File: src/rtl/gpr_wb_arbiter.sv
// gpr_wb_arbiter
// Write-back arbiter and pending-write scoreboard in front of the GPR file's
// single write port. Execution units request writes over valid/ready
// handshakes. One request is granted per cycle, and the granted write is
// registered onto the rd interface. Busy bits track destinations from issue
// to write-back so that decode can stall on read-after-write hazards.
//
// Optional feature: define GPR_WB_RR_EN for round-robin arbitration. When it
// is undefined, arbitration is fixed priority (lowest index wins) and no
// pointer register exists.
module gpr_wb_arbiter #(
  parameter int REG_ADDR_BUS_WIDTH = 5,
  parameter int REG_DATA_BUS_WIDTH = 32,
  parameter int NUMBER_OF_GPR      = 32,
  parameter int NUM_REQ            = 3
) (
  input  logic                                   i_clk,
  input  logic                                   i_nrst,
  input  logic [NUM_REQ-1:0]                     i_req_valid,
  output logic [NUM_REQ-1:0]                     o_req_ready,
  input  logic [NUM_REQ*REG_ADDR_BUS_WIDTH-1:0]  i_req_addr,
  input  logic [NUM_REQ*REG_DATA_BUS_WIDTH-1:0]  i_req_data,
  output logic                                   o_rd_we,
  output logic [REG_ADDR_BUS_WIDTH-1:0]          o_rd_addr,
  output logic [REG_DATA_BUS_WIDTH-1:0]          o_rd_w_data,
  input  logic                                   i_iss_valid,
  input  logic [REG_ADDR_BUS_WIDTH-1:0]          i_iss_addr,
  input  logic [REG_ADDR_BUS_WIDTH-1:0]          i_rs1_addr,
  input  logic [REG_ADDR_BUS_WIDTH-1:0]          i_rs2_addr,
  output logic                                   o_rs1_busy,
  output logic                                   o_rs2_busy
);

  localparam int AW    = REG_ADDR_BUS_WIDTH;
  localparam int DW    = REG_DATA_BUS_WIDTH;
  localparam int IDX_W = (NUM_REQ > 1) ? $clog2(NUM_REQ) : 1;

  logic                     grant_any;
  logic [IDX_W-1:0]         grant_idx;
  logic [NUM_REQ-1:0]       grant;
  logic [AW-1:0]            sel_addr;
  logic [DW-1:0]            sel_data;
  logic [NUMBER_OF_GPR-1:1] busy;

`ifdef GPR_WB_RR_EN
  logic [IDX_W-1:0] rr_ptr;

  // Round-robin: search requesters above the pointer first, then wrap to the low ones
  always_comb begin
    grant_any = 1'b0;
    grant_idx = '0;
    for (int j = 0; j < NUM_REQ; j++) begin
      if (!grant_any && i_req_valid[j] && (j > int'(rr_ptr))) begin
        grant_any = 1'b1;
        grant_idx = IDX_W'(j);
      end
    end
    for (int j = 0; j < NUM_REQ; j++) begin
      if (!grant_any && i_req_valid[j] && (j <= int'(rr_ptr))) begin
        grant_any = 1'b1;
        grant_idx = IDX_W'(j);
      end
    end
  end

  // Pointer remembers the last granted requester; it moves only on a handshake
  always_ff @(posedge i_clk or negedge i_nrst) begin
    if (!i_nrst) begin
      rr_ptr <= IDX_W'(NUM_REQ - 1);
    end else if (grant_any) begin
      rr_ptr <= grant_idx;
    end
  end
`else
  // Fixed priority: the lowest-indexed valid requester wins
  always_comb begin
    grant_any = 1'b0;
    grant_idx = '0;
    for (int j = 0; j < NUM_REQ; j++) begin
      if (!grant_any && i_req_valid[j]) begin
        grant_any = 1'b1;
        grant_idx = IDX_W'(j);
      end
    end
  end
`endif

  // Ready depends only on valid bits and priority state, and is forced low while in reset
  assign grant       = grant_any ? (NUM_REQ'(1) << grant_idx) : '0;
  assign o_req_ready = i_nrst ? grant : '0;

  // Select the granted requester's address and data for the output register
  always_comb begin
    sel_addr = '0;
    sel_data = '0;
    for (int j = 0; j < NUM_REQ; j++) begin
      if (grant_idx == IDX_W'(j)) begin
        sel_addr = i_req_addr[j*AW +: AW];
        sel_data = i_req_data[j*DW +: DW];
      end
    end
  end

  // Register the accepted write; writes to x0 are consumed but never enabled
  always_ff @(posedge i_clk or negedge i_nrst) begin
    if (!i_nrst) begin
      o_rd_we     <= 1'b0;
      o_rd_addr   <= '0;
      o_rd_w_data <= '0;
    end else if (grant_any) begin
      o_rd_we     <= (sel_addr != '0);
      o_rd_addr   <= sel_addr;
      o_rd_w_data <= sel_data;
    end else begin
      o_rd_we     <= 1'b0;
    end
  end

  // Busy bits: set on issue, cleared when the register file writes; set wins on collision
  always_ff @(posedge i_clk or negedge i_nrst) begin
    if (!i_nrst) begin
      busy <= '0;
    end else begin
      for (int r = 1; r < NUMBER_OF_GPR; r++) begin
        if (i_iss_valid && (i_iss_addr == AW'(r))) begin
          busy[r] <= 1'b1;
        end else if (o_rd_we && (o_rd_addr == AW'(r))) begin
          busy[r] <= 1'b0;
        end
      end
    end
  end

  // Combinational busy lookup for the two decode source ports; x0 is never busy
  always_comb begin
    o_rs1_busy = 1'b0;
    o_rs2_busy = 1'b0;
    for (int r = 1; r < NUMBER_OF_GPR; r++) begin
      if (i_rs1_addr == AW'(r)) o_rs1_busy = busy[r];
      if (i_rs2_addr == AW'(r)) o_rs2_busy = busy[r];
    end
  end

endmodule

File: config.mk
export PLATFORM = sky130hd
export DESIGN_NAME = gpr_wb_arbiter
export DESIGN_NICKNAME = d
export VERILOG_FILES = /design/src/rtl/gpr_wb_arbiter.sv
export SDC_FILE = /design/constraint.sdc
export NUM_CORES = 1
export LEC_CHECK = 0
export CAP_MARGIN = 20
export CORE_ASPECT_RATIO = 0.75
export CORE_MARGIN = 4
export CORE_UTILIZATION = 58
export DETAILED_ROUTE_END_ITERATION = 10
export DONT_BUFFER_PORTS = 1
export HOLD_SLACK_MARGIN = 0.12
export MAX_ROUTING_LAYER = met4
export PLACE_DENSITY = 0.76
export SLEW_MARGIN = 25
export SYNTH_ARGS = -nofsm -noshare
export SYNTH_HDL_FRONTEND = slang
export SYNTH_SLANG_ARGS = --single-unit
File: constraint.sdc
create_clock -name i_clk -period 1.7 [get_ports i_clk]
set_input_delay 0.34 -clock i_clk [delete_from_list [all_inputs] [get_ports i_clk]]
set_output_delay 0.34 -clock i_clk [all_outputs]
set_load 0.02 [all_outputs]
==> run_results.csv <==
group,metric,value,unit
timing,final-max-slew-violation-count,0,
global_route,grt_busiest_layer,"met2",
clock_network,clock_path_buffers,2,
worst_setup_path,criticalPathCategory,"flop to primary output",
timing,slew_headroom,44.5,%
worst_setup_path,crit_slowest_cell,"dfrtp_1",
routing,drt-vias-per-instance,6.85,
pwr,powerDensity,1200,nW/µm²
global_route,met1_usage,42.0,%
clock_network,clk_latency,0.34,ns
layout,layout_common_cells,"104 x o21ai_0, 69 x dfrtp_1, 68 x a22oi_1",
placement,detailed_place.area,4450,µm²
clock_network,cts-hold-fix-buffers,2,
timing,fmax,439,MHz
yosys,synthTopCellsByArea,"dfrtp_1 41%, o21ai_0 12%, a22oi_1 12%",
timing,final.setup.tns,-1.13,ns
routing,drcViolationCount,0,
run_status,status,"finished with violations",
placement,place.gp.congestion,0.936,
global_route,antenna_found_initial,0,
worst_setup_path,required,1.36,ns
yosys,synthFlopType,"dfrtp_1",
yosys,synth_edf_count,0,
run,cap_violations,0,
yosys,synth_cell_types,59,
timing,rsz0062_at_grt,"true",
timing,fin_crit_sh,134,%
worst_setup_path,slowest_delay,0.39,ns
yosys,yosys_warnings,0,
yosys,yosysTopAreaCell,"dfrtp_1",
yosys,async_flop_share,100,%
routing,drt_pass1_iterations,5,
layout,antennaDiodeCount,0,
timing,hold_viol_final,69,
yosys,syn-mean-instance-area,9.04,µm²
yosys,synth_nets,599,
pwr,peakVddDrop,0.000726,V
routing,antenna_left,0,
floorplanning,die_h,81.9,µm
routing,vias,4012,
yosys,syn_inst,467,
clock_network,cts_tree,"built",
clock_network,clkSinkCount,69,
floorplanning,rows,26,
hold_path,hp-class,"primary input to asynchronous set/reset pin",
clock_network,htree_levels,3,
layout,syn_to_final_growth,13.5,%
floorplanning,die-area,8720,µm²
clock_network,clk_pin_slew,0.08,ns
global_route,grt_max_degree,73,
worst_setup_path,crit_chain,"mux2_4, a221oi_4, a2111oi_4, o311ai_2, o221ai_2",
yosys,syn_area,4220,µm²
worst_setup_path,start_kind,"flop",
layout,nets,615,
placement,io_buffers,0,
timing,finClkSkew,0.0107,ns
floorplanning,core,6930,µm²
layout,mostFrequentLayoutCell,"o21ai_0",
layout,final_core_util,69.2,%
routing,routedWlPerCell,21.5,µm
routing,wirelength,12600,µm
worst_setup_path,crit_path_end_kind,"primary output",
global_route,gr-total-overflow,0,
timing,worst_slack,-0.579,ns
floorplanning,ios,175,
timing,fin_crit,2.28,ns
placement,dpl.hpwl,9270,µm
worst_setup_path,crit_fanout,2,
timing,setup_viol,2,
pwr,p_leak,1.81,nW
global_route,grt_pass1_vias,3880,
global_route,use_met3,6.99,%
worst_setup_path,arrival,1.94,ns
yosys,ys_seq_elements,69,
routing,drt_iter0_markers,369,
global_route,grtUsageTotal,29.7,%
clock_network,cts_root_buf,"clkbuf_8",
yosys,synth_top_area_share,40.9,%
floorplanning,start_util,60.9,%
global_route,met2_usage,43.7,%
layout,final_area,4790,µm²
clock_network,numCtsBuffers,9,
layout,layout-drive-gt1-share,16.4,%
floorplanning,die_w,107,µm
yosys,yosysSeqAreaShare,40.9,%
global_route,grt_pass1_wl,19800,µm
timing,worst_hold_slack,-0.313,ns
run_status,failed_checks,"negative hold slack, negative setup slack",
timing,tightest_slew,0.830,ns
-- cell usage after synthesis, types with 3 or more instances --
library cell / number
a211oi_1: 3
a21oi_1: 10
a221oi_1: 3
a22oi_1: 68
a311oi_1: 3
a31oi_1: 4
buf_2: 6
buf_4: 3
buf_6: 5
clkbuf_1: 19
dfrtp_1: 69
inv_1: 9
mux2_2: 4
mux2i_1: 5
nand2_1: 19
nand2b_1: 13
nand3_1: 9
nand3b_1: 8
nand4_1: 4
nand4b_1: 4
nor2_1: 10
nor2b_1: 16
nor3_1: 4
nor3b_1: 7
o211ai_1: 4
o21a_1: 4
o21ai_0: 104
o21ai_1: 7
or2_2: 4
-- final timing paths --
check,slack [ns],depth (start not counted),endpoint,startpoint
setup / recovery,-0.58,5,o_rs2_busy,busy[1]$_DFFE_PN0P_
min in group i_clk,0.14,1,o_rd_w_data[7]$_DFFE_PN0N_,i_req_valid[0]
max in group asynchronous,1.89,0,busy[10]$_DFFE_PN0P_,i_nrst
hold / removal,-0.31,0,o_rd_w_data[10]$_DFFE_PN0N_,i_nrst
setup reg to reg,0.30,3,busy[21]$_DFFE_PN0P_,o_rd_addr[3]$_DFFE_PN0N_
hold reg to reg,0.54,2,busy[5]$_DFFE_PN0P_,busy[5]$_DFFE_PN0P_
-- final cells by class --
class / count / area (µm²)
clock buffer: 10 / 128
clock inverter: 6 / 111
fill: 550 / 2140
inverter: 9 / 33.8
multi-input combinational: 354 / 2350
sequential: 69 / 1730
tap: 98 / 123
timing repair buffer: 40 / 318
-- worst max-delay path, delay by kind of cell, from the launching register on --
family,cells,cell delay (ns)
AO/OA/AOI/OAI,4,0.93
flip-flops,1,0.39
multiplexers,1,0.28
-- what timing repair did --
| action | 4_1_cts | 5_1_grt |
|---|---|---|
| pin swaps | 0 | 3 |
| endpoints found under the setup margin | 2 | 2 |
| gates cloned | 0 | 0 |
| hold endpoints to repair | 94 | 69 |
| resized for setup | 3 | 6 |
| setup buffers | 0 | 4 |
-- stage by stage --
step	power [mW]	hold WS [ns]	setup slack (ns)	std cells
2_1_floorplan	3.37	0.0444	-0.166	467
3_3_place_gp	3.98	0.0457	-0.157	564
3_5_place_dp	4.02	0.0455	-0.184	564
4_1_cts	5.65	-0.330	-0.542	582
5_1_grt	6.08	-0.340	-0.665	586
6_report	5.77	-0.313	-0.579	586
-- state kept, by name, indices dropped and copies added, names as in the netlist --
register     cells
busy            31
o_rd_addr        5
o_rd_w_data     32
o_rd_we          1
-- where the power goes --
| group | switching [mW] | internal [mW] | total, mW |
|---|---|---|---|
| sequential | 0.499 | 2.06 | 2.56 |
| clock | 0.617 | 0.975 | 1.59 |
| combinational | 0.776 | 0.849 | 1.62 |
-- metal layers --
layer / part of all wire (%) / vias up / wire length, µm
li1: - / 1823 / -
met1: 43 / 1953 / 5450
met2: 45 / 224 / 5730
met3: 11 / 12 / 1330
met4: 0.93 / 0 / 117
met5: 0 / - / 0
-- cells by family (layout without fill, tap and decap cells) --
group | count (synthesis) | in the layout | synth area share (%)
compound gates | 230 | 230 | 34.7
buf+inv | 44 | 65 | 5.57
flops | 69 | 69 | 40.9
simple gates | 113 | 113 | 15.7
mux | 11 | 11 | 3.14
Power figures use the tool's default switching activity.
